--- src/rtl/axis_get_field.sv ---
// axis_get_field: forwards an AXI-Stream packet through a one-stage register
// slice and, from the first beat of each packet, extracts a fixed bit field
// (plus the packet tid) into a small FIFO presented as a separate field stream.
module axis_get_field #(
    parameter int DATA_WIDTH       = 600,
    parameter int KEEP_WIDTH       = DATA_WIDTH / 8,
    parameter int ID_WIDTH         = 8,
    parameter int DEST_WIDTH       = 4,
    parameter int USER_WIDTH       = 6,
    parameter int GET_DATA_WIDTH   = 8,
    parameter int GET_ADDR_OFFSET  = 0,
    parameter int FIELD_FIFO_DEPTH = 4
) (
    input  logic                                clk,
    input  logic                                rst,

    input  logic [DATA_WIDTH-1:0]               s_axis_tdata,
    input  logic [KEEP_WIDTH-1:0]               s_axis_tkeep,
    input  logic                                s_axis_tvalid,
    output logic                                s_axis_tready,
    input  logic                                s_axis_tlast,
    input  logic [ID_WIDTH-1:0]                 s_axis_tid,
    input  logic [DEST_WIDTH-1:0]               s_axis_tdest,
    input  logic [USER_WIDTH-1:0]               s_axis_tuser,

    output logic [DATA_WIDTH-1:0]               m_axis_tdata,
    output logic [KEEP_WIDTH-1:0]               m_axis_tkeep,
    output logic                                m_axis_tvalid,
    input  logic                                m_axis_tready,
    output logic                                m_axis_tlast,
    output logic [ID_WIDTH-1:0]                 m_axis_tid,
    output logic [DEST_WIDTH-1:0]               m_axis_tdest,
    output logic [USER_WIDTH-1:0]               m_axis_tuser,

    output logic [GET_DATA_WIDTH-1:0]           m_field_tdata,
    output logic [ID_WIDTH-1:0]                 m_field_tid,
    output logic                                m_field_tvalid,
    input  logic                                m_field_tready,

    output logic [$clog2(FIELD_FIFO_DEPTH):0]   field_count
);

    localparam int ADDR_W  = $clog2(FIELD_FIFO_DEPTH);
    localparam int PTR_W   = ADDR_W + 1;
    localparam int ENTRY_W = GET_DATA_WIDTH + ID_WIDTH;

    // Parameter sanity: a field outside the bus or a non power-of-2 FIFO
    // would silently misbehave, so refuse to elaborate.
    if (GET_ADDR_OFFSET + GET_DATA_WIDTH > DATA_WIDTH) begin : g_bad_field
        $error("axis_get_field: field [%0d +: %0d] exceeds DATA_WIDTH %0d",
               GET_ADDR_OFFSET, GET_DATA_WIDTH, DATA_WIDTH);
    end
    if (FIELD_FIFO_DEPTH < 2 || (FIELD_FIFO_DEPTH & (FIELD_FIFO_DEPTH - 1)) != 0) begin : g_bad_depth
        $error("axis_get_field: FIELD_FIFO_DEPTH %0d must be a power of 2 and >= 2",
               FIELD_FIFO_DEPTH);
    end

    logic [DATA_WIDTH-1:0] tdata_p0;
    logic [KEEP_WIDTH-1:0] tkeep_p0;
    logic                  tlast_p0;
    logic [ID_WIDTH-1:0]   tid_p0;
    logic [DEST_WIDTH-1:0] tdest_p0;
    logic [USER_WIDTH-1:0] tuser_p0;
    logic                  vld_p0;

    logic                  first_beat;
    logic [PTR_W-1:0]      wr_ptr;
    logic [PTR_W-1:0]      rd_ptr;
    logic [ENTRY_W-1:0]    mem [FIELD_FIFO_DEPTH];

    logic                  fifo_full;
    logic                  accept;
    logic                  push;
    logic                  pop;
    logic [ENTRY_W-1:0]    rd_entry;

    // Full is derived from registered pointers only, so a same-cycle pop can
    // never open the input for a first beat; the push waits one cycle instead.
    assign fifo_full     = (wr_ptr[PTR_W-1] != rd_ptr[PTR_W-1]) &&
                           (wr_ptr[ADDR_W-1:0] == rd_ptr[ADDR_W-1:0]);
    assign s_axis_tready = (!vld_p0 || m_axis_tready) && !(first_beat && fifo_full);
    assign accept        = s_axis_tvalid && s_axis_tready;
    assign push          = accept && first_beat;
    assign pop           = m_field_tvalid && m_field_tready;

    // Stage p0: forwarding register slice, loads on every accepted beat.
    always_ff @(posedge clk) begin
        if (rst) begin
            vld_p0   <= 1'b0;
            tdata_p0 <= '0;
            tkeep_p0 <= '0;
            tlast_p0 <= 1'b0;
            tid_p0   <= '0;
            tdest_p0 <= '0;
            tuser_p0 <= '0;
        end else if (accept) begin
            vld_p0   <= 1'b1;
            tdata_p0 <= s_axis_tdata;
            tkeep_p0 <= s_axis_tkeep;
            tlast_p0 <= s_axis_tlast;
            tid_p0   <= s_axis_tid;
            tdest_p0 <= s_axis_tdest;
            tuser_p0 <= s_axis_tuser;
        end else if (m_axis_tready) begin
            vld_p0   <= 1'b0;
        end
    end

    assign m_axis_tdata  = tdata_p0;
    assign m_axis_tkeep  = tkeep_p0;
    assign m_axis_tlast  = tlast_p0;
    assign m_axis_tid    = tid_p0;
    assign m_axis_tdest  = tdest_p0;
    assign m_axis_tuser  = tuser_p0;
    assign m_axis_tvalid = vld_p0;

    // Track packet boundaries: the beat after an accepted tlast is a first beat.
    always_ff @(posedge clk) begin
        if (rst) begin
            first_beat <= 1'b1;
        end else if (accept) begin
            first_beat <= s_axis_tlast;
        end
    end

    // Field FIFO storage: one entry written per packet, on its first beat.
    always_ff @(posedge clk) begin
        if (push) begin
            mem[wr_ptr[ADDR_W-1:0]] <= {s_axis_tdata[GET_ADDR_OFFSET +: GET_DATA_WIDTH], s_axis_tid};
        end
    end

    // Field FIFO pointers with a wrap bit to tell full from empty.
    always_ff @(posedge clk) begin
        if (rst) begin
            wr_ptr <= '0;
            rd_ptr <= '0;
        end else begin
            if (push) wr_ptr <= wr_ptr + PTR_W'(1);
            if (pop)  rd_ptr <= rd_ptr + PTR_W'(1);
        end
    end

    assign rd_entry       = mem[rd_ptr[ADDR_W-1:0]];
    assign field_count    = wr_ptr - rd_ptr;
    assign m_field_tvalid = (wr_ptr != rd_ptr);
    assign m_field_tdata  = rd_entry[ENTRY_W-1:ID_WIDTH];
    assign m_field_tid    = rd_entry[ID_WIDTH-1:0];

endmodule

--- config.mk ---
export PLATFORM = sky130hd
export DESIGN_NAME = axis_get_field
export DESIGN_NICKNAME = d
export VERILOG_FILES = /design/src/rtl/axis_get_field.sv
export SDC_FILE = /design/constraint.sdc
export NUM_CORES = 1
export LEC_CHECK = 0
export BUFFER_PORTS_ARGS = -buffer_cell sky130_fd_sc_hd__buf_2
export CAP_MARGIN = 20
export CORE_AREA = 2 2 559 561
export CTS_BUF_LIST = sky130_fd_sc_hd__clkbuf_8
export DETAILED_ROUTE_END_ITERATION = 12
export DIE_AREA = 0 0 561 563
export PLACE_DENSITY = 0.3
export SLEW_MARGIN = 25
export SYNTH_ARGS = -nofsm -noshare
export SYNTH_HDL_FRONTEND = slang
export SYNTH_SLANG_ARGS = --single-unit
--- constraint.sdc ---
create_clock -name clk -period 3.1 [get_ports clk]
set_input_delay 0.62 -clock clk [delete_from_list [all_inputs] [get_ports clk]]
set_output_delay 0.62 -clock clk [all_outputs]
set_load 0.01 [all_outputs]
# ---- Word level (Yosys, flattened, before mapping)
# Memory sizes are Yosys's and may differ from the RTL's. A register that Yosys moved wholly into a read port is not among the register bits.
# Index checks and enable logic that the tools add are counted.
# Widths: inputs -> output; s select.
dict set report totals {
  register_bits 702
  input_bits 699
  romBits 0
  ram_bits 64
  latch_bits 0
  out_inout_bits 716
  memories 1
}
# name depth word_bits rd rd_clocked_by_memory_dff write_ports line
set mem_list {}
lappend mem_list {mem 4 16 1 1 1 69} ;# logic [ENTRY_W-1:0] mem [FIELD_FIFO_DEPTH];
dict set report op_classes {
  muxes 6
  n_div 0
  n_lt_le_gt_ge 0
  addsub 3
  n_eq_ne 3
  n_bitwise 0
  mul 0
  n_reduce_logical 10
  n_shift 0
}
# operator count
set op_table {}
lappend op_table {{$add 3x1->3 const B} 2}
lappend op_table {{$logic_and 1x1->1} 6}
lappend op_table {{$mux 1} 4}
lappend op_table {{$mux 2} 2}
lappend op_table {{$ne 3x3->1} 1}
lappend op_table {{$sub 3x3->3} 1}
lappend op_table {{$eq 2x2->1} 1}
lappend op_table {{$logic_not 1->1} 2}
lappend op_table {{$reduce_bool 2->1} 1}
lappend op_table {{$logic_or 1x1->1} 1}
lappend op_table {{$ne 1x1->1} 1}

# ---- Longest topological paths before layout
# Gate-level depths: netlist (run 1).
dict set report depth {
  ltp_word 9
  ltp_mapped 10
  mapped_depth_nobuf 6
}

# ---- Worst setup path before layout (run 1)
# OpenSTA, ideal clock, no wires.
dict set report synth_timing {
  path_type {register -> register}
  from {register wr_ptr[0]}
  to {memory mem[0][0] (netlist name), enable pin}
  setup_slack_ns 0.896
  t_arrival_ns 1.830
  setup_ns 0.374
  path_stages_with_launch 8
  cell_sequence {dfxtp_1 inv_1 ha_1 nand2_1 o311a_1 buf_2 buf_2 and3_1}
}
dict set report synth_via {
  elab_chain_len 9
}
# item line
set synth_lines {}
lappend synth_lines {{start, declared} 67} ;# logic [PTR_W-1:0] wr_ptr;
lappend synth_lines {{start signal, assigned} 139} ;# if (push) wr_ptr <= wr_ptr + PTR_W'(1);
lappend synth_lines {{$eq 2x2->1} 80} ;# (wr_ptr[ADDR_W-1:0] == rd_ptr[ADDR_W-1:0]);
lappend synth_lines {{$logic_and 1x1->1} 79} ;# assign fifo_full = (wr_ptr[PTR_W-1] != rd_ptr[PTR_W-1]) &&
lappend synth_lines {{$logic_and 1x1->1} 81} ;# assign s_axis_tready = (!vld_p0 || m_axis_tready) && !(first_beat && fifo_full);
lappend synth_lines {{$logic_not 1->1} 81}
lappend synth_lines {{$logic_and 1x1->1} 81}
lappend synth_lines {{$logic_and 1x1->1} 82} ;# assign accept = s_axis_tvalid && s_axis_tready;
lappend synth_lines {{$logic_and 1x1->1} 83} ;# assign push = accept && first_beat;
lappend synth_lines {{$mux 1} 128} ;# if (push) begin
lappend synth_lines {{$mux 1 (implied by the code)} 129} ;# mem[wr_ptr[ADDR_W-1:0]] <= {s_axis_tdata[GET_ADDR_OFFSET +: GET_DATA_WIDTH], s_axis_tid};
lappend synth_lines {{end, declared} 69}
# Parallel ways exist; a longest one is shown, timed or not.

# ---- Worst setup path in the final report (run 1)
dict set report layout_timing {
  from {register wr_ptr[0]}
  to {output port s_axis_tready}
}
dict set report layout_via {
  elab_chain_len 5
}
# item line
set layout_lines {}
lappend layout_lines {{$eq 2x2->1} 80}
lappend layout_lines {{$logic_and 1x1->1} 79}
lappend layout_lines {{$logic_and 1x1->1} 81}
lappend layout_lines {{$logic_not 1->1} 81}
lappend layout_lines {{$logic_and 1x1->1} 81}
lappend layout_lines {{end, declared} 20} ;# output logic s_axis_tready,
# No other way between the ends.

==> results of run 1 <==
[cells in the final DEF (no fill, tap or decap), drive strengths merged, types with 2 or more instances in the layout]
cell type,Yosys,final
dlygate4sd3,0,688
nand2,1391,1391
nand3,3,3
clkbuf,113,198
nor2,5,5
edfxtp,64,64
clkinv,0,23
diode,0,49
o21ai,3,3
clkinvlp,0,3
xnor2,2,2
dfxtp,704,704
xor2,3,3
inv,6,69
and3,4,4
bufinv,0,7
a21oi,698,698
ha,7,7
buf,124,1517
mux4,16,16
[layer usage]
layer | vias to the layer above | share of wire, %
met3 | 376 | 11
li1 | 14600 | -
met2 | 1526 | 47
met4 | 54 | 2.7
met5 | - | 0.16
met1 | 15000 | 40
[synthesized netlist by cell type, drive strengths merged]
library cell	count	area share, %
nand2	1391	20
dfxtp	704	53
a21oi	698	13
buf	124	2.7
clkbuf	113	1.6
edfxtp	64	7.2
mux4	16	1.4
ha	7	0.33
inv	6	0.085
nor2	5	0.071
and3	4	0.094
nand3	3	0.057
o21ai	3	0.057
xor2	3	0.099
xnor2	2	0.094
and2	1	0.024
fa	1	0.075
mux2	1	0.042
mux2i	1	0.038
nand2b	1	0.024
nor2b	1	0.024
o211ai	1	0.028
o311a	1	0.038
o311ai	1	0.061
or3	1	0.024
[cells by family after synthesis]
group	share of synthesized area, %
AOI/OAI and AO/OA	13.3
xor gates and xnor gates	0.193
adders and majority gates	0.405
buffers and inverters	4.36
DFF	60.3
muxes	1.44
and+or+nand+nor	20.0
[worst max path at each step]
stage / from / endpoint / slack (ns) / cells after the start
global route: rd_ptr[1]$_SDFFE_PP0P_ / s_axis_tready / -0.01 / 6
detailed placement: wr_ptr[0]$_SDFFE_PP0P_ / m_axis_tdata[393]$_SDFFE_PP0P_ / 0.36 / 8
floorplan: wr_ptr[0]$_SDFFE_PP0P_ / mem[0][0]$_DFFE_PP_ / 0.90 / 7
CTS: wr_ptr[0]$_SDFFE_PP0P_ / s_axis_tready / -0.12 / 6
global placement: wr_ptr[0]$_SDFFE_PP0P_ / m_axis_tdata[457]$_SDFFE_PP0P_ / 0.33 / 8
finish: wr_ptr[0]$_SDFFE_PP0P_ / s_axis_tready / 0.15 / 6
[power breakdown]
group          internal [uW]  total, uW  switching [uW]
logic                   1940       4650            2700
clock network           6400      11700            5330
registers              10600      10900             349
total                  18900      27300            8380
[cell type report]
cell class	count	area (sq um)
multi-input cells	2142	9470
inverters	6	25.0
fillers	35800	261000
repair buffers	2205	15300
diodes	49	123
flip-flops and latches	768	16000
clock inverters	96	641
well taps	4140	5180
clock buffers	198	2730
[metrics by stage]
| step | utilization [%] | setup WS [ns] | setup TNS, ns |
|---|---|---|---|
| 5_1_grt | 15.9 | -0.0142 | -0.0142 |
| 3_5_place_dp | 12.5 | 0.358 | 0 |
| 2_1_floorplan | - | 0.896 | 0 |
| 4_1_cts | 15.9 | -0.116 | -0.232 |
| 3_3_place_gp | 12.5 | 0.333 | 0 |
| 6_report | 16.0 | 0.147 | 0 |
[flip-flops by register name (all words and copies together) (netlist names), named ones only]
name           flops
mem               64
m_axis_tkeep      75
rd_ptr             3
m_axis_tid         8
m_axis_tlast       1
m_axis_tvalid      1
wr_ptr             3
m_axis_tdest       4
m_axis_tuser       6
m_axis_tdata     600
first_beat         1
[tightest hold or removal path, delay by kind of cell]
family | cells | cell delay [ns]
AO/OA/AOI/OAI | 1 | 0.08
AND/OR/NAND/NOR | 1 | 0.12
buffers and inverters | 1 | 0.13
[repair_timing]
| action | CTS | global route |
|---|---|---|
| buffers inserted | 5 | 0 |
| resized for setup | 34 | 3 |
| pin swaps | 4 | 3 |
| gates cloned | 1 | 0 |
| endpoints found under the hold margin | 754 | 0 |
| setup endpoints to repair | 19 | 1 |
| hold buffers | 688 | 0 |
==> run metrics, run 1 <==
status finished clean; Die Wd between 500 and 600 microns; I/O pin cnt approximately 1,400; Worst setup SP type flip-flop; Synth Net Count 3,860; r2r setup slk just under 0.5 ns; met3 Resource Use GR 5.91%; vias per inst 3.28; # H-tree levels 4; post-synthesis sequential area ratio ~60%; WL/cell 22.6 microns; hold path start s_axis_tdata[75]; global-route wire length before repair between 200,000 and 300,000 microns; max-cap viol count 0; total track usage about an eighth; clk_skew between 0.1 and 0.15 ns; hpwl dp roughly 180,000 microns; Worst Reg-to-Reg Cells 9; GR Util met1 15.0%; Max IR drop VDD ~310 uV; fin nets around 6,000; # setup viols final 0; Worst-Skew Late Latency 0.94 ns; post-route cell area between 0.04 and 0.05 sq mm; layout cell share with drive strength beyond 1 33.0%; Syn-to-layout area delta 86.5%; Tmin final roughly 3 ns; Num CTS Buffers between 150 and 200; Crit. End Element output port; gr busiest metal met2; GPL Wtd Cong just over 0.9; kind of critical path reg2out; vias in the first global route between 30,000 and 40,000; Crit-path slowest cell or3_4; synthesis-stage register bit count between 700 and 800; Worst Max-Slew Pin Slew about 0.94 ns; warnings from Yosys 0; CP bufs+invs 2; Mapped Area 0.0266 sq mm; Worst path max stage delay ~0.36 ns; worst hold path depth 3; Max clock buf depth 4; CTS Sinks between 700 and 800; Residual DRC 0; placed cell area ~0.039 sq mm; fmax ~340 MHz; Final Cycle Share a little over nine tenths; FF-to-FF Start wr_ptr[0]$_SDFFE_PP0P_; WHS 0.153 ns; grt total ovfl 0; Hold Crit Class in2reg; RSZ-0062 raised after global routing yes; number of routed nets with antenna violations 0; placed cells about 8,600; CTS clk-pin slew, worst paths ~0.060 ns; Final Power 27,300 uW; Slew Viols, Final 0; Initial Util about 8.6%; initial antenna violation count roughly 140; delay-heaviest family, CP simple AND/OR/NAND/NOR gates; root buffer cell clkbuf_8; final hold viol count 0; initial DRC count about 1,600; hold endpoint m_axis_tdata[75]$_SDFFE_PP0P_; syn_area_per_cell between 8 and 9 sq um; core box area a little over 0.3 sq mm; worst path required time around 2.5 ns; r2r endpoint m_axis_tdata[393]$_SDFFE_PP0P_; DIE AREA 0.316 sq mm; CTS tree done; Worst Path Max Fanout 2; Max-slew headroom 37.3%; Distinct cells, synth 29; Vias 31,500; leakage power around 0.022 uW; Die Y around 560 microns; cell area power density between 500 and 600 mW/mm^2; routed wire length ~220,000 microns; fin cells slightly below 10,000; first-pass iteration count of the detailed router 5; CP cell instances inv_4 > ha_4 > nand2_8 > or3_4 > and2_4 > buf_6; FP Rows 205; IO buf count between 1,000 and 1,500; CP arrival 2.33 ns; pin count of the biggest net entering global routing 114; met2 Use GR 22.2%; Gate Count Post-Synth approximately 3,200
(Power assumes the default switching activity.)
==> run 2: changes to the inputs <==
--- a/config.mk
+++ b/config.mk
@@ -5,13 +5,14 @@
 export SDC_FILE = /design/constraint.sdc
 export NUM_CORES = 1
 export LEC_CHECK = 0
+export ABC_AREA = 1
 export BUFFER_PORTS_ARGS = -buffer_cell sky130_fd_sc_hd__buf_2
 export CAP_MARGIN = 20
-export CORE_AREA = 2 2 559 561
+export CORE_AREA = 2 2 556 558
 export CTS_BUF_LIST = sky130_fd_sc_hd__clkbuf_8
 export DETAILED_ROUTE_END_ITERATION = 12
-export DIE_AREA = 0 0 561 563
-export PLACE_DENSITY = 0.3
+export DIE_AREA = 0 0 558 560
+export PLACE_DENSITY = 0.31
 export SLEW_MARGIN = 25
 export SYNTH_ARGS = -nofsm -noshare
 export SYNTH_HDL_FRONTEND = slang
==> run metrics, run 2 <==
Die Wd roughly 560 microns; area leader, netlist dfxtp_1; RSZ-0062 raised after global routing no; XOR/XNOR share of the synthesized area less than 1%; Syn-to-layout area delta 71.2%; placed cell area 0.0430 sq mm; P_int ~21,000 uW; CTS Sinks around 770; warnings from Yosys 0; WL/cell around 17 microns; global-route wire length before repair 258,000 microns; max-cap viol count 0; vias per inst just over 3; Initial Util around a tenth; Worst Path Max Fanout 5; GPL Wtd Cong ~0.87; Mapped Area between 0.03 and 0.04 sq mm; Crit. End Element output port; CTS tree done; CTS clk-pin slew, worst paths 0.05 ns; final hold viol count 0; core box area 0.307 sq mm; root buffer cell clkbuf_8; post-synthesis sequential area ratio between 50 and 60%; Worst Max-Slew Pin Slew around 0.5 ns; placed cells about 10,000; FP Rows roughly 200; setup TNS 0 ns; Max IR drop VDD between 200 and 300 uV; Final Cycle Share between 90% and 100%; status finished clean; synthesis-stage register bit count around 770; first-pass iteration count of the detailed router 5; Distinct cells, synth 24; Slew Viols, Final 0; initial DRC count between 1,500 and 2,000; most common cell after layout, fill and taps aside nor2_1; Async SR Flop Fraction 0%; Gate Count Post-Synth 4,626; vias in the first global route approximately 34,000; Fill cells between 30,000 and 40,000; most frequent cells in the layout nor2_1 (1,422), buf_2 (1,411), nand2_1 (1,407), inv_1 (765), dfxtp_1 (700); routed wire length roughly 190,000 microns; max reg flops 600; total track usage between 10% and 20%; Synth Net Count approximately 5,300; Residual DRC 0; fin cells ~11,000; initial antenna violation count 80; top-area cell type share of the netlist area roughly 45%; DIE AREA ~0.31 sq mm; Die Y 560 microns; clk_skew 0.0515 ns; hpwl dp ~150,000 microns; pin count of the biggest net entering global routing a little under 100; leakage power approximately 0.028 uW; Num CTS Buffers about 170; sequential power share 37.1%; multiplexer share of the synthesized area 0%; kind of critical path reg2out; simple-gate share of the synthesized area 34.1%; # setup viols final 0; Net Switching 11,000 uW; top post-synthesis cells by count nor2_1 (1,426), nand2_1 (1,407), inv_1 (707); number of routed nets with antenna violations 0; Final Power about 32,000 uW; post-route cell area around 0.054 sq mm; grt total ovfl 0; combinational power share 24.8%; Clock Power Share between 30% and 40%; Synth Area in Compound Gates under 10%; Switching Share 34.3%; most frequent cell after synthesis nor2_1; cell area power density between 500 and 600 mW/mm^2; I/O pin cnt approximately 1,400; Tmin final ~2.9 ns; EDFF count, synth 64; worst path required time 2.48 ns; syn_area_per_cell ~6.8 sq um; Max-slew headroom roughly two thirds; top area cells in the synthesized netlist dfxtp_1 (45%), nor2_1 (17%), nand2_1 (17%); Top FF cell, synth dfxtp_1; fmax around 350 MHz; Vias between 30,000 and 40,000; Worst-Skew Late Latency about 0.93 ns; # H-tree levels 4; Post-Synth Adder-Cell Area less than 1%; fin nets roughly 7,500; Hold Crit Class in2reg; IO buf count approximately 1,400; CP arrival roughly 2.3 ns; Worst setup SP type flip-flop; Max clock buf depth 4; layout cell share with drive strength beyond 1 between 20% and 30%; largest family of logic cells by synthesized area simple AND/OR/NAND/NOR gates
## run 2: cell families after synthesis
group                      after synthesis
and+or+nand+nor                       2840
buffers and inverters                  949
DFF                                    768
AOI/OAI and AO/OA                       59
adders and majority gates                8
xor gates and xnor gates                 2
## run 2: what timing repair did
action | CTS | global route
endpoints found under the setup margin | 13 | 2
hold endpoints to repair | 759 | 0
pin swaps | 2 | 0
setup buffers | 4 | 0
hold buffers | 694 | 0
resized for setup | 14 | 2
## run 2: through the flow
stage	hold slack (ns)	setup WS, ns	util [%]
6_report	0.103	0.225	17.5
5_1_grt	0.0519	0.00844	17.5
4_1_cts	0.000356	0.0163	17.5
3_5_place_dp	0.463	0.427	14.0
3_3_place_gp	0.454	0.439	14.0
2_1_floorplan	0.462	0.750	-
## run 2: routing by layer
| layer | part of all wire [%] | track usage, % |
|---|---|---|
| met5 | 0.080 | 0 |
| met1 | 42 | 13.7 |
| met3 | 10 | 4.67 |
| met2 | 45 | 18.9 |
| met4 | 2.7 | 3.19 |
## run 2: worst max-delay path, cell delays in order, from the launching register on
cell and delay, ns:
dfxtp_2 0.35, inv_2 0.06, ha_1 0.21, fa_1 0.37
xor2_1 0.17, buf_4 0.19
## run 2: area by class of cell
type,count,area (sq um),area share (%)
diodes,37,92.6,0.172
inverters,710,2680,4.98
flip-flops and latches,768,16000,29.8
repair buffers,2197,15100,28.0
clock buffers,214,2950,5.49
well taps,4120,5150,9.60
multi-input cells,2909,11200,20.8
clock inverters,88,593,1.10
## run 2: power by group through the flow
| stage | Clock, uW | Combinational (uW) | Sequential, uW |
|---|---|---|---|
| after floorplan | 0 | 3310 | 12400 |
| after global placement | 0 | 7310 | 12000 |
| after detailed placement | 0 | 7300 | 12100 |
| after CTS | 12900 | 8210 | 11900 |
| after global routing | 13300 | 8940 | 12000 |
| final | 12200 | 7940 | 11900 |
## run 2: final timing paths
path	startpoint	to	slack (ns)	depth (start not counted)
worst max-delay path	wr_ptr[0]$_SDFFE_PP0P_	field_count[2]	0.22	5
worst min-delay path	s_axis_tdata[207]	m_axis_tdata[207]$_SDFFE_PP0P_	0.10	3
worst max register to register	wr_ptr[0]$_SDFFE_PP0P_	m_axis_tdata[343]$_SDFFE_PP0P_	0.65	11
worst min register to register	m_axis_tlast$_SDFFE_PP0P_	m_axis_tlast$_SDFFE_PP0P_	0.46	2
